### config.mk
export PLATFORM = sky130hd
export DESIGN_NAME = pipe_buf
export DESIGN_NICKNAME = d
export VERILOG_FILES = /design/src/rtl/pipe_buf.sv
export SDC_FILE = /design/constraint.sdc
export NUM_CORES = 1
export LEC_CHECK = 0
export BUFFER_PORTS_ARGS = -buffer_cell sky130_fd_sc_hd__buf_2
export CORE_MARGIN = 1
export CORE_UTILIZATION = 25
export DETAILED_ROUTE_END_ITERATION = 10
export GPL_TIMING_DRIVEN = 0
export HOLD_SLACK_MARGIN = 0.08
export PLACE_DENSITY_LB_ADDON = 0.2
export RECOVER_POWER = 50
export SLEW_MARGIN = 25
export SYNTH_ARGS = -nofsm -noshare
export SYNTH_HDL_FRONTEND = slang
export SYNTH_SLANG_ARGS = --single-unit
### constraint.sdc
create_clock -name clk -period 17.25 [get_ports clk]
set_input_delay 1.725 -clock clk [delete_from_list [all_inputs] [get_ports clk]]
set_output_delay 1.725 -clock clk [all_outputs]
set_load 0.01 [all_outputs]
### src/rtl/pipe_buf.sv
// pipe_buf -- small FIFO-style pipeline buffer between two pipeline stages.
// Holds up to DEPTH payloads in arrival order. Outputs come straight from
// registers, so a payload is never visible in the cycle it is pushed.
// With DEPTH=1 this is an ordinary valid/allowin stage register.
//
// Ports:
//   clk          clock, all state changes on the rising edge
//   rst_n        synchronous active-low reset; clears pointers, count, storage
//   flush        drops every buffered entry and any payload offered this cycle
//   in_valid     upstream offers in_data
//   in_allowin   buffer takes the offered payload this cycle
//   in_data      upstream payload (WIDTH bits, not interpreted)
//   out_valid    head entry is valid
//   out_allowin  downstream takes the head entry this cycle
//   out_data     head entry payload
//   count        number of valid entries
module pipe_buf #(
  parameter  int WIDTH      = 64,
  parameter  int DEPTH      = 2,
  parameter  int PIPE_READY = 1,
  localparam int CW         = $clog2(DEPTH + 1)
) (
  input  logic             clk,
  input  logic             rst_n,
  input  logic             flush,
  input  logic             in_valid,
  output logic             in_allowin,
  input  logic [WIDTH-1:0] in_data,
  output logic             out_valid,
  input  logic             out_allowin,
  output logic [WIDTH-1:0] out_data,
  output logic [CW-1:0]    count
);

  localparam int            PW   = (DEPTH > 1) ? $clog2(DEPTH) : 1;
  localparam logic [CW-1:0] FULL = CW'(DEPTH);
  localparam logic [PW-1:0] LAST = PW'(DEPTH - 1);

  logic [WIDTH-1:0] mem [DEPTH];
  logic [PW-1:0]    rd_ptr, wr_ptr;
  logic             push, pop;

  // Pointers wrap explicitly so DEPTH need not be a power of two.
  function automatic logic [PW-1:0] nxt(input logic [PW-1:0] p);
    return (p == LAST) ? '0 : p + 1'b1;
  endfunction

  assign out_valid = (count != '0);
  assign out_data  = mem[rd_ptr];

  // A full buffer may still take a payload when the head leaves this same
  // cycle (PIPE_READY). Deliberately ignores flush so allowin never depends
  // on the redirect path; push/pop below are what flush gates.
  assign in_allowin = (count < FULL) | ((PIPE_READY != 0) & out_valid & out_allowin);

  assign push = in_valid & in_allowin & ~flush;
  assign pop  = out_valid & out_allowin & ~flush;

  always_ff @(posedge clk) begin
    if (!rst_n) begin
      rd_ptr <= '0;
      wr_ptr <= '0;
      count  <= '0;
      for (int i = 0; i < DEPTH; i++) mem[i] <= '0;
    end else if (flush) begin
      // Storage is left as-is; it is unreachable once count is zero.
      rd_ptr <= '0;
      wr_ptr <= '0;
      count  <= '0;
    end else begin
      if (push) begin
        mem[wr_ptr] <= in_data;
        wr_ptr      <= nxt(wr_ptr);
      end
      if (pop) rd_ptr <= nxt(rd_ptr);
      if (push & ~pop)      count <= count + 1'b1;
      else if (pop & ~push) count <= count - 1'b1;
    end
  end

endmodule

# [Word level (Yosys, flattened, before mapping)]
# Memories as Yosys holds them, arrays and structs flattened. A register that Yosys moved wholly into a read port is not among the register bits.
# Cells that the tools add are included.
# W data, S select, Z words.
[totals] mem_count=1 ff_bits=4 ram_bits=128 word_cells=38
[classes] n_bitwise=11 order_cmp=1 mux=14 n_addsub=4 n_reduce_logical=4
[mem_list] memory="mem" depth=2 width=64 read_ports=1 rd_clocked_by_memory_dff=1 write_ports=2 line_no="39" source="logic [WIDTH-1:0] mem [DEPTH];"
[op_table] operator="$mux W64" n=1
[op_table] operator="$reduce_or A64 Y1" n=1
[op_table] operator="$mux W1" n=11
[op_table] operator="$and A1 B1 Y1" n=6
[op_table] operator="$mux W2" n=2
[op_table] operator="$not A1 Y1" n=4
[op_table] operator="$reduce_bool A2 Y1" n=2
[op_table] operator="$add A1 B1 Y1 const B" n=2
[op_table] operator="$add A2 B1 Y2 const B" n=1
[op_table] operator="$lt A2 B2 Y1 const B" n=1
[op_table] operator="$reduce_or A2 Y1" n=1
[op_table] operator="$sub A2 B1 Y2 const B" n=1
[op_table] operator="$or A1 B1 Y1" n=1

# [Depth between registers and ports, before layout]
# Gate-level depths: netlist of run 1.
[depth] ltp_word=11 mapped_depth=7 mapped_depth_nobuf=6

# [Worst setup path after synthesis of run 1]
# No wires, ideal clock.
[synth_timing] path_kind="input port to flip-flop" from="in out_allowin" to="mem mem[1][0], enable pin" path_stages=3 path_buffers=1 slack_ps=9991 required_time_ps=16669 setup_ps=581 arrival_ps=6678 path_cell_list="nor2b_1 -> buf_4 -> o31ai_1"
[synth_rtl] item="from (decl)" line_no="30" source="input logic out_allowin,"
[synth_rtl] item="to (decl)" line_no="39"

==> impl_metrics.env, run 1 <==
export IMPL_grt_usage_pct=11.83
export IMPL_worst_setup_hold_path_clk_slew_ns=0.06
export IMPL_cpPeakStageDelay_ns=1.14
export IMPL_max_slew_margin_pct=-26.98
export IMPL_drt_wl_total_mm=13.45
export IMPL_die_w_um=154.4
export IMPL_grt_pass1_wl_mm=20.78
export IMPL_fin_nets=611
export IMPL_synth_edf_count=128
export IMPL_critPathCaptureType="flop"
export IMPL_cts_tree="yes"
export IMPL_power_density_nw_per_um2=107.6
export IMPL_drc=0
export IMPL_outcome="complete, but fails checks"
export IMPL_startpoint_type="input pin"
export IMPL_postCtsHoldBufs=0
export IMPL_path_cells="clkbuf_1 > nand2b_1 > o31ai_1 > clkbuf_1 > clkbuf_1 > buf_6 > buf_6"
export IMPL_port_buffers=136
export IMPL_path_common_cell="clkbuf_1"
export IMPL_met2_usage_pct=19.61
export IMPL_ys_types=26
export IMPL_postCtsResizedCells=0
export IMPL_ys_warn_count=0
export IMPL_grt_max_degree=17
export IMPL_synthArstFlopShare_pct=0
export IMPL_cp_data_required_time_ns=17.36
export IMPL_slowest_stage="o31ai_1"
export IMPL_rsz0062_at_grt="no"
export IMPL_cp_arrival_ns=4.58
export IMPL_violations="max-capacitance violations, max-slew violations"
export IMPL_syn2layout_area_growth_pct=28.51
export IMPL_postRouteAntennaNets=0
export IMPL_synth_main_ff_cell="edfxtp_1"
export IMPL_viasPerCell=4.128
export IMPL_antennaDiodeCount=0
export IMPL_die_area_um2=23840
export IMPL_critPathKind="in2reg"
export IMPL_ir_worst_vdd_mv=0.05414
export IMPL_rows=55
export IMPL_synth_area_um2=5807
export IMPL_crit_fanout=12
export IMPL_tightest_slew_ns=1.887
export IMPL_start_util_pct=25.57
export IMPL_ioPinCount=137
export IMPL_skew_ns=0.009332
export IMPL_clock_fmax_ghz=0.2234
export IMPL_p_leak_uw=0.003047
export IMPL_numCtsBuffers=17
export IMPL_hold_path_class="reg2reg"
export IMPL_die_h_um=154.4
export IMPL_layout_drive_gt1_share_pct=49.10
export IMPL_htreeDepth=4
export IMPL_fin_util_pct=32.86
export IMPL_grt_pass1_vias=3692
export IMPL_avgSynthCellArea_um2=15.53
export IMPL_grt_use_met1_pct=14.59
export IMPL_grt_use_met3_pct=4.091
export IMPL_ctsLongestPathBuffers=2
export IMPL_fin_crit_ns=4.476
export IMPL_post_cts_buffers=0
export IMPL_wl_per_cell_um=16.03
export IMPL_grt_overflow=0
export IMPL_n_fill_cell=2305
export IMPL_cts_root_buf="clkbuf_16"
export IMPL_setup_viol=0
export IMPL_clkLatencyLatePin_ns=0.41
export IMPL_cts_sinks=133
export IMPL_dr_pass1_iters=4
export IMPL_syn_nets=444
export IMPL_place_gp_congestion=0.6935
export IMPL_synth_seq_cells=133
export IMPL_grt_busiest_layer="met2"
export IMPL_dp_hpwl_mm=9.323
export IMPL_coreArea_um2=22710
export IMPL_postSynthCellCount=374
export IMPL_drv_cap=1
export IMPL_yosysSeqAreaShare_pct=67.92
export IMPL_total_power_uw=802.6
export IMPL_fin_crit_sh_pct=25.95
export IMPL_finalMaxSlewViolations=10
export IMPL_tns_ns=0
export IMPL_vias=3463
export IMPL_antenna_found_initial=0
export IMPL_hold_viol=0
export IMPL_first_iter_violations=102
==> cell families (layout without fill, tap and decap cells) <==
logic type | count (synthesis) | in the layout | share of synthesized area, %
fa+ha+maj | 1 | 1 | 0.2154
mux | 64 | 64 | 12.41
simple gates | 143 | 143 | 16.31
buf+inv | 24 | 204 | 2.047
xor+xnor | 3 | 3 | 0.4526
compound gates | 6 | 6 | 0.6463
flops | 133 | 133 | 67.92
==> per-layer routing <==
metal | vias up | wire (µm)
met5 | - | 0
li1 | 1668 | -
met3 | 7 | 766
met2 | 85 | 6464
met1 | 1703 | 6106
met4 | 0 | 111
==> power by group <==
part           leakage, µW  internal (µW)  switching [µW]
registers          0.00138            372            4.08
logic              0.00138           27.6            33.2
clock network     0.000282            226             139
total              0.00305            626             177
==> worst paths after layout <==
kind,start,endpoint,slack (ns),cells after the start
worst min register to register,rd_ptr$_SDFFE_PP0P_,flop,0.51,2
worst max-delay path,flush,mem[1][57]$_SDFFCE_PN0P_,12.77,7
worst min-delay path,rd_ptr$_SDFFE_PP0P_,flop,0.51,2
worst max register to register,count[1]$_SDFFE_PP0P_,mem[1][57]$_SDFFCE_PN0P_,13.74,7
==> cell usage after synthesis (2+ instances only) <==
| cell | n | area, µm² |
|---|---|---|
| edfxtp_1 | 128 | 3844 |
| and2_1 | 98 | 613.1 |
| mux2_2 | 64 | 720.7 |
| and2_2 | 29 | 217.7 |
| clkbuf_2 | 11 | 55.05 |
| buf_2 | 6 | 30.03 |
| dfxtp_1 | 5 | 100.1 |
| nor2_1 | 4 | 15.01 |
| xor2_1 | 3 | 26.28 |
| buf_4 | 2 | 15.01 |
| clkbuf_1 | 2 | 7.510 |
| inv_1 | 2 | 7.510 |
| nand2b_1 | 2 | 12.51 |
| nor2b_1 | 2 | 12.51 |
| nor4_4 | 2 | 42.54 |
| o21ai_0 | 2 | 10.01 |
| o31ai_1 | 2 | 15.01 |
| or2_2 | 2 | 12.51 |
==> registers in the layout, indices dropped and copies added, names as in the netlist, named ones only <==
register	cells
mem	128
count	2
rd_ptr	1
wr_ptr	1
==> final cells by class <==
class                           count  area (µm²)  share of cell area (%)
Inverter                            3       11.26                  0.1509
Tap cell                          285       356.6                   4.779
Clock inverter                     14       161.4                   2.163
Buffer                             21       96.34                   1.291
Clock buffer                       18       429.2                   5.751
Multi-Input combinational cell    217        1714                   22.97
Sequential cell                   133        3944                   52.85
Timing Repair Buffer              148       749.5                   10.04
==> worst max-delay path, delay by kind of cell <==
family	cells	cell delay, ns
AO/OA/AOI/OAI	1	1.14
AND/OR/NAND/NOR	1	0.19
buffers and inverters	5	1.51
==> layout by cell type, fill, tap and decap left out, drive strengths merged <==
master / synthesis / final
nor2b: 2 / 2
clkinvlp: 0 / 2
xor2: 3 / 3
o21ai: 2 / 2
or2: 2 / 2
buf: 8 / 142
a21oi: 1 / 1
nor3: 1 / 1
bufinv: 0 / 3
clkbuf: 13 / 45
nor2: 4 / 4
edfxtp: 128 / 128
inv: 3 / 3
mux2: 64 / 64
and2: 127 / 127
nand3: 1 / 1
nand2: 1 / 1
clkinv: 0 / 9
o31ai: 2 / 2
ha: 1 / 1
o21bai: 1 / 1
nand2b: 2 / 2
or3: 1 / 1
nor4: 2 / 2
dfxtp: 5 / 5
==> through the flow <==
step / cells / setup slack, ns / area, µm² / hold slack, ns
6_report: 839 / 12.77 / 7462 / 0.5118
2_1_floorplan: 374 / 9.991 / 5807 / 0.4725
3_5_place_dp: 807 / 13.22 / 7010 / 0.4983
3_3_place_gp: 795 / 6.095 / 6844 / 0.4858
4_1_cts: 839 / 13.22 / 7601 / 0.5150
5_1_grt: 839 / 12.42 / 7462 / 0.5531
Power figures use the tool's default switching activity.
==> run 2, diff against run 1 <==
==> constraint.sdc (replaced) <==
create_clock -name clk -period 4.4 [get_ports clk]
set_input_delay 0.44 -clock clk [delete_from_list [all_inputs] [get_ports clk]]
set_output_delay 0.44 -clock clk [all_outputs]
set_load 0.01 [all_outputs]
==> impl_metrics.env, run 2 (synthesis results as in run 1) <==
export IMPL_outcome="complete, but fails checks"
export IMPL_violations="max-capacitance violations, max-slew violations"
export IMPL_die_area_um2=23840
export IMPL_first_iter_violations=90
export IMPL_cts_root_buf="clkbuf_16"
export IMPL_max_slew_margin_pct=-27.01
export IMPL_largestRegisters="mem: 128 flops, count: 2 flops"
export IMPL_fin_nets=611
export IMPL_fin_crit_ns=3.107
export IMPL_postCtsResizedCells=0
export IMPL_cp_data_required_time_ns=4.51
export IMPL_die_h_um=154.4
export IMPL_grt_pass1_wl_mm=20.78
export IMPL_finalWorstSetupSlack_ns=1.293
export IMPL_path_cells="nor2b_1 > clkbuf_1 > o31ai_1 > clkbuf_1 > buf_6"
export IMPL_layout_commonest_cell="buf_2"
export IMPL_htreeDepth=4
export IMPL_critPathKind="reg2reg"
export IMPL_die_w_um=154.4
export IMPL_drt_wl_total_mm=13.42
export IMPL_grt_usage_pct=11.83
export IMPL_p_int_uw=2459
export IMPL_post_cts_buffers=0
export IMPL_ir_worst_vdd_mv=0.2125
export IMPL_tightest_slew_ns=1.888
export IMPL_worst_setup_hold_path_clk_slew_ns=0.06
export IMPL_place_gp_congestion=0.6935
export IMPL_port_buffers=136
export IMPL_rows=55
export IMPL_p_leak_uw=0.003072
export IMPL_coreArea_um2=22710
export IMPL_ctsLongestPathBuffers=2
export IMPL_hold_viol=0
export IMPL_vias=3451
export IMPL_critPathCaptureType="flop"
export IMPL_dp_slack_ns=1.919
export IMPL_rsz0062_at_grt="no"
export IMPL_antennaDiodeCount=0
export IMPL_grt_max_degree=17
export IMPL_syn2layout_area_growth_pct=29.11
export IMPL_cts_sinks=133
export IMPL_dr_pass1_iters=4
export IMPL_cts_tree="yes"
export IMPL_cp_arrival_ns=3.21
export IMPL_grt_overflow=0
export IMPL_drv_cap=2
export IMPL_power_frac_seq_pct=46.8
export IMPL_cpPeakStageDelay_ns=1.23
export IMPL_crit_fanout=12
export IMPL_largest_reg_flops=128
export IMPL_dp_hpwl_mm=9.323
export IMPL_clkLatencyLatePin_ns=0.41
export IMPL_power_density_nw_per_um2=420.2
export IMPL_drc=0
export IMPL_final_cell_area_um2=7497
export IMPL_startpoint_type="flop"
export IMPL_fin_crit_sh_pct=70.62
export IMPL_grt_pass1_vias=3692
export IMPL_hold_path_class="in2reg"
export IMPL_start_util_pct=25.57
export IMPL_antenna_found_initial=0
export IMPL_finalMaxSlewViolations=21
export IMPL_comb_power_share_pct=7.7
export IMPL_mostFrequentLayoutCells="buf_2, edfxtp_1, and2_1"
export IMPL_postCtsHoldBufs=0
export IMPL_slowest_stage="o31ai_1"
export IMPL_postRouteAntennaNets=0
export IMPL_placed_cell_area_um2=7010
export IMPL_viasPerCell=4.113
export IMPL_clkPwrFrac_pct=45.4
export IMPL_skew_ns=0.009086
export IMPL_path_common_cell="clkbuf_1"
export IMPL_ioPinCount=137
export IMPL_wl_per_cell_um=16.00
export IMPL_swShare_pct=21.95
export IMPL_largest_register="mem"
export IMPL_switchingPower_uw=691.6
export IMPL_layout_drive_gt1_share_pct=50.00
export IMPL_setup_viol=0
export IMPL_clock_fmax_ghz=0.3218
export IMPL_numCtsBuffers=17
-- run 2: cell count changes in the layout (fill, tap and decap cells not counted), sizes merged --
cell | before | now
clkbuf | 45 | 40
buf | 142 | 147
-- run 2: worst paths after layout --
kind | start | end | cells after the start | slack [ns]
max | count[1]$_SDFFE_PP0P_ | mem[1][44]$_SDFFCE_PN0P_ | 5 | 1.29
min | in_data[31] | mem[1][31]$_SDFFCE_PN0P_ | 2 | 0.31
max reg2reg | count[1]$_SDFFE_PP0P_ | mem[1][44]$_SDFFCE_PN0P_ | 5 | 1.29
min reg2reg | rd_ptr$_SDFFE_PP0P_ | flop | 2 | 0.51
-- run 2: power groups by stage --
| stage | registers [µW] | clock network, µW | logic (µW) |
|---|---|---|---|
| floorplan | 1510 | 0 | 127 |
| global placement | 1520 | 0 | 238 |
| detailed placement | 1500 | 0 | 261 |
| CTS | 1480 | 1480 | 262 |
| global route | 1480 | 1530 | 270 |
| finish | 1480 | 1430 | 243 |
-- run 2: layer usage --
layer	global-route usage, %	wire (µm)	up-vias
li1	-	-	1668
met1	14.59	6054	1689
met2	19.61	6493	88
met3	4.091	769	6
met4	3.253	106	0
met5	0	0	-
-- run 2: cell type report --
cell class / count / area [µm²]
Clock buffer: 18 / 429.2
Sequential cell: 133 / 3944
Buffer: 21 / 92.59
Clock inverter: 14 / 161.4
Tap cell: 285 / 356.6
Timing Repair Buffer: 148 / 788.3
Multi-Input combinational cell: 217 / 1714
Fill cell: 2302 / 15210
Inverter: 3 / 11.26
-- run 2: metrics by stage --
stage | util (%) | cells | hold WS [ns] | setup TNS, ns | total power (µW)
6_report | 33.01 | 839 | 0.3143 | 0 | 3150
2_1_floorplan | - | 374 | 0.4725 | -202.90 | 1635
3_5_place_dp | 30.87 | 807 | 0.4983 | 0 | 1764
5_1_grt | 33.01 | 839 | 0.2911 | 0 | 3281
3_3_place_gp | 30.14 | 795 | 0.4858 | -698.36 | 1758
4_1_cts | 33.47 | 839 | 0.2923 | 0 | 3219
-- run 2: worst max-delay path: cells and delay by family, from the launching register on --
| kind | cells | cell delay (ns) |
|---|---|---|
| compound gates | 1 | 1.23 |
| buf+inv | 3 | 1.08 |
| flops | 1 | 0.34 |
| simple gates | 1 | 0.14 |
